==> config.mk <==
export PLATFORM = sky130hd
export DESIGN_NAME = mat_fifo_frame_reader
export DESIGN_NICKNAME = d
export VERILOG_FILES = /design/src/rtl/mat_fifo_frame_reader.sv
export SDC_FILE = /design/constraint.sdc
export NUM_CORES = 1
export LEC_CHECK = 0
export CAP_MARGIN = 20
export CORE_ASPECT_RATIO = 1.75
export CORE_MARGIN = 2
export CORE_UTILIZATION = 41
export DETAILED_ROUTE_END_ITERATION = 12
export SETUP_SLACK_MARGIN = 0.2
export SYNTH_ARGS = -nofsm -noshare
export SYNTH_HDL_FRONTEND = slang
export SYNTH_SLANG_ARGS = --single-unit
==> constraint.sdc <==
create_clock -name clk -period 2.9 [get_ports clk]
set_input_delay 0.435 -clock clk [delete_from_list [all_inputs] [get_ports clk]]
set_output_delay 0.435 -clock clk [all_outputs]
set_load 0.1 [all_outputs]
==> src/rtl/mat_fifo_frame_reader.sv <==
// mat_fifo_frame_reader
//   Read-side controller for the mat_fifo show-ahead FIFO. Pops pixel words
//   with the FIFO rd_en/rd_vld handshake, tags each with its frame position
//   (SOF/EOL/EOF) and presents it on a valid/ready stream. A 2-entry skid
//   buffer keeps fifo_rd_en free of any combinational dependence on m_ready.
//
// Ports
//   clk, rst            clock; asynchronous active-high reset
//   start               1-cycle pulse, arms one frame (IDLE only)
//   abort               drop current frame, back to IDLE next cycle
//   fifo_rd_en          pop FIFO head word (out)
//   fifo_rd_vld         FIFO head word valid (in)
//   fifo_rd_data        FIFO head word (in)
//   m_valid/m_ready     output stream handshake
//   m_data              pixel
//   m_sof/m_eol/m_eof   first pixel of frame / last of line / last of frame
//   busy                controller not idle
//   frame_done          1-cycle pulse after the EOF pixel is accepted
//   timeout_err         1-cycle pulse on starvation abort
//
// Configuration
//   MAT_FIFO_RD_TIMEOUT_EN  defined: abort after TIMEOUT_CYC cycles in RUN
//                           with no FIFO data. Undefined: RUN waits forever
//                           and timeout_err is tied 0.

module mat_fifo_frame_reader #(
  parameter int unsigned DATA_WIDTH  = 8,
  parameter int unsigned IMG_WIDTH   = 640,
  parameter int unsigned IMG_HEIGHT  = 480,
  parameter int unsigned CNT_WIDTH   = 12,
  parameter int unsigned TIMEOUT_CYC = 1024
) (
  input  logic                  clk,
  input  logic                  rst,
  input  logic                  start,
  input  logic                  abort,
  output logic                  fifo_rd_en,
  input  logic                  fifo_rd_vld,
  input  logic [DATA_WIDTH-1:0] fifo_rd_data,
  output logic                  m_valid,
  input  logic                  m_ready,
  output logic [DATA_WIDTH-1:0] m_data,
  output logic                  m_sof,
  output logic                  m_eol,
  output logic                  m_eof,
  output logic                  busy,
  output logic                  frame_done,
  output logic                  timeout_err
);

  typedef struct packed {
    logic [DATA_WIDTH-1:0] data;
    logic                  sof;
    logic                  eol;
    logic                  eof;
  } word_t;

  typedef enum logic [1:0] {
    IDLE  = 2'd0,
    RUN   = 2'd1,
    DRAIN = 2'd2,
    DONE  = 2'd3
  } state_t;

  localparam logic [CNT_WIDTH-1:0] COL_LAST = CNT_WIDTH'(IMG_WIDTH - 1);
  localparam logic [CNT_WIDTH-1:0] ROW_LAST = CNT_WIDTH'(IMG_HEIGHT - 1);

  state_t               state;
  state_t               state_nxt;
  word_t                skid0;
  word_t                skid1;
  word_t                pop_word;
  logic [1:0]           skid_cnt;
  logic [CNT_WIDTH-1:0] col;
  logic [CNT_WIDTH-1:0] row;
  logic                 pop;
  logic                 xfer;
  logic                 timeout_hit;
  logic                 abort_any;

  assign pop       = fifo_rd_en;
  assign xfer      = m_valid & m_ready;
  assign abort_any = abort | timeout_hit;

  // Output stream comes straight from the skid head register.
  assign m_valid = (skid_cnt != 2'd0);
  assign m_data  = skid0.data;
  assign m_sof   = skid0.sof;
  assign m_eol   = skid0.eol;
  assign m_eof   = skid0.eof;

  // Tags for the word being popped, from the position counters.
  always_comb begin
    pop_word      = '0;
    pop_word.data = fifo_rd_data;
    pop_word.sof  = (col == '0) && (row == '0);
    pop_word.eol  = (col == COL_LAST);
    pop_word.eof  = (col == COL_LAST) && (row == ROW_LAST);
  end

  // State register.
  always_ff @(posedge clk or posedge rst) begin
    if (rst) state <= IDLE;
    else     state <= state_nxt;
  end

  // Next-state logic; abort (or starvation) overrides everything.
  always_comb begin
    state_nxt = state;
    case (state)
      IDLE:    if (start) state_nxt = RUN;
      RUN:     if (pop && pop_word.eof) state_nxt = DRAIN;
      // Leave as soon as the last skid entry is being transferred.
      DRAIN:   if ((skid_cnt == 2'd0) || ((skid_cnt == 2'd1) && xfer)) state_nxt = DONE;
      DONE:    state_nxt = IDLE;
      default: state_nxt = IDLE;
    endcase
    if (abort_any) state_nxt = IDLE;
  end

  // State-decoded outputs; popping only needs registered skid occupancy.
  always_comb begin
    busy       = 1'b0;
    frame_done = 1'b0;
    fifo_rd_en = 1'b0;
    busy       = (state != IDLE);
    frame_done = (state == DONE);
    fifo_rd_en = (state == RUN) && fifo_rd_vld && (skid_cnt != 2'd2);
  end

  // Skid buffer: skid0 is the head, skid1 only used when two words are held.
  always_ff @(posedge clk or posedge rst) begin
    if (rst) begin
      skid_cnt <= 2'd0;
      skid0    <= '0;
      skid1    <= '0;
    end else if (abort_any) begin
      skid_cnt <= 2'd0;
      skid0    <= '0;
      skid1    <= '0;
    end else begin
      case (skid_cnt)
        2'd0: begin
          if (pop) begin
            skid0    <= pop_word;
            skid_cnt <= 2'd1;
          end
        end
        2'd1: begin
          if (pop && xfer) begin
            skid0 <= pop_word;
          end else if (pop) begin
            skid1    <= pop_word;
            skid_cnt <= 2'd2;
          end else if (xfer) begin
            skid_cnt <= 2'd0;
          end
        end
        2'd2: begin
          if (xfer) begin
            skid0    <= skid1;
            skid_cnt <= 2'd1;
          end
        end
        default: skid_cnt <= 2'd0;
      endcase
    end
  end

  // Frame position counters, advanced per popped word.
  always_ff @(posedge clk or posedge rst) begin
    if (rst) begin
      col <= '0;
      row <= '0;
    end else if (abort_any || (state == IDLE)) begin
      col <= '0;
      row <= '0;
    end else if (pop) begin
      if (pop_word.eol) begin
        col <= '0;
        row <= pop_word.eof ? '0 : row + 1'b1;
      end else begin
        col <= col + 1'b1;
      end
    end
  end

`ifdef MAT_FIFO_RD_TIMEOUT_EN
  localparam int unsigned TO_W = $clog2(TIMEOUT_CYC + 1);

  logic [TO_W-1:0] starve_cnt;

  // Cycles spent in RUN with an empty FIFO since the last pop.
  always_ff @(posedge clk or posedge rst) begin
    if (rst) begin
      starve_cnt <= '0;
    end else if ((state != RUN) || pop || abort) begin
      starve_cnt <= '0;
    end else if (!fifo_rd_vld && !timeout_hit) begin
      starve_cnt <= starve_cnt + 1'b1;
    end
  end

  assign timeout_hit = (state == RUN) && (starve_cnt == TO_W'(TIMEOUT_CYC));

  always_ff @(posedge clk or posedge rst) begin
    if (rst) timeout_err <= 1'b0;
    else     timeout_err <= timeout_hit;
  end
`else
  logic unused_timeout_cyc;

  assign unused_timeout_cyc = (TIMEOUT_CYC != 0);
  assign timeout_hit        = 1'b0;
  assign timeout_err        = 1'b0;
`endif

endmodule

# Yosys cells after proc, flatten, opt, wreduce, memory -nomap -nowiden
# Index checks and enable logic that the tools add are counted.
# word_totals
register_bits	50
inputBits	14
wordCells	84
out_inout_bits	16
# op_classes
reduce_logical	25
add_sub_neg	2
mux	27
n_eq_ne	17
bitwise_logic	1
# op_table
op	count
2-to-1 mux 12 bit	7
2-to-1 mux 11 bit	7
case mux 11 bit (3 select lines)	1
adder 12 x 1 -> 12 bit, second input constant	2
zero test 12 bit	2
2-to-1 mux 2 bit	10
inequality test 3 bit, second input constant	6
== test 12 x 10 -> 1 bit, second input constant	1
== test 12 x 9 -> 1 bit, second input constant	1
nonzero test 2 bit	6
case mux 2 bit (4 select lines)	1
AND reduction 4 bit	2
logical AND 1 bit	7
== test 2 bit, second input constant	3
case mux 2 bit (3 select lines)	1
AND reduction 3 bit	2
== test 2 x 1 -> 1 bit, second input constant	2
zero test 2 bit	2
inequality test 2 bit, second input constant	2
inequality test 4 bit, second input constant	1
nonzero test 4 bit	1
inequality test 3 x 2 -> 1 bit, second input constant	1
logical OR 1 bit	2
AND reduction 2 bit	1
bitwise AND 1 bit	1

# Depth between registers and ports, before layout
# logic_depth
ltp_word	7
mapped_depth	9
mapped_depth_nobuf	7

# Worst setup path after synthesis
# No wires, ideal clock.
# synth_path
kind	register -> register
startpoint	register skid_cnt[0]
endpoint	register skid1[0] (netlist bit)
synth_period_minus_slack_ns	2.314
setup_slack_ns	0.586
setup_ns	0.121
n_path_buf	2
arrival_time_ns	2.193
required_ns	2.779
path_stages_with_launch	10
path_cell_list	dfrtp_1 inv_1 ha_1 buf_2 nand3b_4 inv_2 nand2_1 o21a_1 clkbuf_1 a22o_1
# synth_between
elab_chain_len	5
elab_cells_between_ends	10
classes_between	eq/ne: 3; bitwise: 1; reduce/logical: 6
# synth_lines
element	line	text
start, declared	73	logic [1:0] skid_cnt;
start signal, assigned	134	skid_cnt <= 2'd0;
start signal, assigned	138	skid_cnt <= 2'd0;
start signal, assigned	146	skid_cnt <= 2'd1;
inequality test 2 bit *	128	fifo_rd_en = (state == RUN) && fifo_rd_vld && (skid_cnt != 2'd2);
logical AND 1 bit *	128	
named net fifo_rd_en	37	output logic fifo_rd_en,
logical AND 1 bit	150	if (pop && xfer) begin
inequality test 2 bit (no line)	--	
AND reduction 3 bit (no line) *	--	
end signal, assigned	153	skid1 <= pop_word;
end, declared	71	word_t skid1;
# Mark *: on every way through the listed nets, which the timed path passes. The rest lies on a longest branch.
# A chain may end at the register's enable or synchronous reset.

# Worst setup path after layout
# layout_path
startpoint	register state[1]
endpoint	register row[9]
# layout_between
elab_chain_len	5
elab_cells_between_ends	9
classes_between	eq/ne: 1; mux: 1; reduce/logical: 7
# layout_lines
element	line	text
start, declared	68	state_t state;
start signal, assigned	104	else state <= state_nxt;
== test 2 x 1 -> 1 bit	128	
logical AND 1 bit (2 in a row)	128	
nonzero test 2 bit (no line)	--	
AND reduction 2 bit (no line)	--	
end signal, assigned	181	row <= pop_word.eof ? '0 : row + 1'b1;
end, declared	75	logic [CNT_WIDTH-1:0] row;
# Parallel ways exist; a longest one is shown, timed or not.

==> results.md <==
* Crit-path max cell delay at 0.65 ns
* RePlAce Congestion at 0.808
* Flop2flop setup slack at 0.40 ns
* Setup bufs post-CTS at 0
* WL per Instance at 17.3 um
* Fill cells at 665
* Startpoint types: flip-flop
* Top Usage Layer GRT: met2
* Register area at 0.00125 mm2
* Pwr/cell area at 801 mW/mm2
* Period minus WS final at 2.50 ns
* GR Util All Layers at 0.203
* Outcome: completed
* Post-Syn Area per Cell at 9.58 um2
* Worst R2R Start: state[1]
* Min-Delay Path Class: primary input to async pin
* Footprint of the multi-input gates at 0.00152 mm2
* Endpoints failing setup at 0
* Path depth of the worst reg2reg path at 6
* Dpl ws at 0.304 ns
* Reg2reg end: row[9]
* Final worst slack at 0.403 ns
* Area contributors post-synth: dfrtp_1, ha_1, a22o_1
* Largest net degree at the start of global routing at 23
* Crit Path Category: flip-flop to flip-flop
* Met3 GRT Util at 0.0330
* Register area share after synthesis at 0.426
* Count of inserted antenna diode cells at 0
* Residual DRC at 0
* Clock transition at path regs at 0.07 ns
* Required time of the worst setup path at 3.11 ns
* Worst skew pair latency at 0.29 ns
* Clk_skew at 0.00556 ns
* TNS Setup at 0 ns
* Detail Route Antenna Nets at 0
* Static Leak at 1.43 nW
* GR Util met2 at 0.384
* Area growth from synthesis to layout at 16.5%
* Cell Area, Synth at 0.00294 mm2
* Async SR Flop Fraction at 1.00
* Routed WL at 7.23 mm
* Share of cells above drive strength 1 at 0.135
* Synth top area share at 0.426
* Post-synth EDFFs at 0
* CORE AREA at 0.00691 mm2
* Die X at 68.0 um
* Hold Buf Count CTS at 0
* Max Buffers Root-to-Sink at 2
* Worst-Margin Slew at 0.554 ns
* Initial antenna violation count at 0
* DR vias at 2484
* Vias per inst at 5.94
* Cells after synthesis at 307
* Cell family with most CP delay: simple AND/OR/NAND/NOR gates
* Overall die area at 0.00789 mm2
* Max Clock Freq at 400 MHz
* Crit path from: state[1]
* GRT Residual Overflow at 0
* Root Buffer: clkbuf_16
* CTS Sinks at 50
* Yosys reg bits at 50
* # IOs at 30
* Iteration-0 DRC Markers at 126
* CTS tree: done
* # resized after CTS at 0
* Endpoints failing hold at 0
* Final nets at 360
* CP arrival at 2.71 ns
* Die Y at 116 um
* Final worst-path cycle share at 0.861
* Count of pins over their slew limit at 0
* Relative slew slack at 0.627
* Detailed Routing Iterations Pass 1 at 5
* Hpwl dp at 5.25 mm
* Critical path peak fanout at 22
* Starting Density at 0.426
* Port Buf Inserts at 28
* Vias in the first global route at 2535
* Max stage delay cell, worst path: or4_1
* Max VDD drop at 0.264 mV
* Synth unique cells at 54
* WP buf/inv at 1
* Total CTS buffers at 5
* Ys flop type: dfrtp_1
* Final Total Pwr at 0.00274 W
* Yosys top cell by area: dfrtp_1
* RSZ-0062 raised after global routing: no
* Max Cap Viol at 0
* Setup crit end kind: flip-flop
* Syn_nets at 333
* Rows at 40
* H-tree Lvls at 2
* First-pass GRT wire length at 12.2 mm
* Ys Warns at 0
* Global Route met1 Usage at 0.221
* Critical path cell sequence: inv_1 -> ha_1 -> and4b_1 -> nand4_2 -> or4_1 -> a21oi_1
cell type report:
class                   instances  area share
clock buffers                   5      0.0365
clock inverters                 2     0.00292
inverters                      19      0.0208
multi-input cells             219       0.445
flip-flops and latches         50       0.365
well taps                      84      0.0307
repair buffers                 39      0.0986
worst max-delay path by stage:
stage | end | cells after the start
2_1_floorplan | skid1[0] | 9
3_3_place_gp | row[9] | 5
3_5_place_dp | row[9] | 5
4_1_cts | row[9] | 6
5_1_grt | row[9] | 6
6_report | row[9] | 6
cells in the mapped netlist, types with 2 or more instances:
cell type	number
dfrtp_1	50
nand2_1	24
inv_1	18
nor2_1	15
nor3_1	14
nand3_1	13
a21oi_1	12
ha_1	12
a211oi_1	11
a22o_1	11
o211ai_1	11
clkbuf_1	9
mux2i_1	9
or4_1	8
or3_1	7
buf_2	6
nand4_1	6
o31ai_1	5
nor2b_1	4
nor4_1	4
o21ai_0	4
xnor2_1	4
xor2_1	4
a31oi_1	3
and4_1	3
o21a_1	3
a2111oi_0	2
and2_1	2
and3_1	2
buf_4	2
mux2_2	2
nand2b_1	2
nand4_2	2
o22ai_1	2
or2_2	2
logic make-up after synthesis:
group	share of synthesized area
xor gates and xnor gates	0.0238
AOI/OAI and AO/OA	0.182
buffers and inverters	0.0562
DFF	0.426
adders and majority gates	0.0511
other	0.00128
muxes	0.0383
and+or+nand+nor	0.222
layer usage:
layer  up-vias  share of wire
met5         -              0
met4         0          0.013
li1       1189              -
met2        47           0.55
met1      1241           0.40
met3         7          0.031
flip-flops by register name, indices dropped and copies added (netlist names):
name	flops
m_data	8
m_eol	1
state	2
col	12
row	12
m_sof	1
m_eof	1
skid_cnt	2
skid1	11
stage by stage:
step / hold slack, ns / util / cells / area (um2)
floorplan: 0.473 / - / 307 / 2940
global placement: 0.488 / 0.476 / 411 / 3290
detailed placement: 0.491 / 0.476 / 411 / 3290
CTS: 0.477 / 0.496 / 418 / 3420
global route: 0.517 / 0.496 / 418 / 3420
finish: 0.461 / 0.496 / 418 / 3420
report_power, final:
group | total [W] | leakage [nW] | switching [W] | internal (W)
clock | 0.000571 | 0.0694 | 0.000258 | 0.000312
sequential | 0.000843 | 0.691 | 0.0000600 | 0.000783
combinational | 0.00133 | 0.669 | 0.000990 | 0.000339
cell usage in the layout (no fill, tap or decap), types with 3 or more instances in the layout:
cell type	n
a211oi_1	11
a21oi_1	12
a22o_1	11
a31oi_1	3
and4_1	3
buf_4	25
clkbuf_16	5
clkdlybuf4s50_1	13
dfrtp_1	50
ha_1	12
inv_1	17
mux2i_1	9
nand2_1	24
nand3_1	13
nand4_1	6
nor2_1	15
nor2b_1	4
nor3_1	14
nor4_1	4
o211ai_1	11
o21a_1	3
o21ai_0	4
o31ai_1	5
or3_1	7
or4_1	8
xnor2_1	4
xor2_1	4
Note: power is estimated with default switching activity, not from simulation.
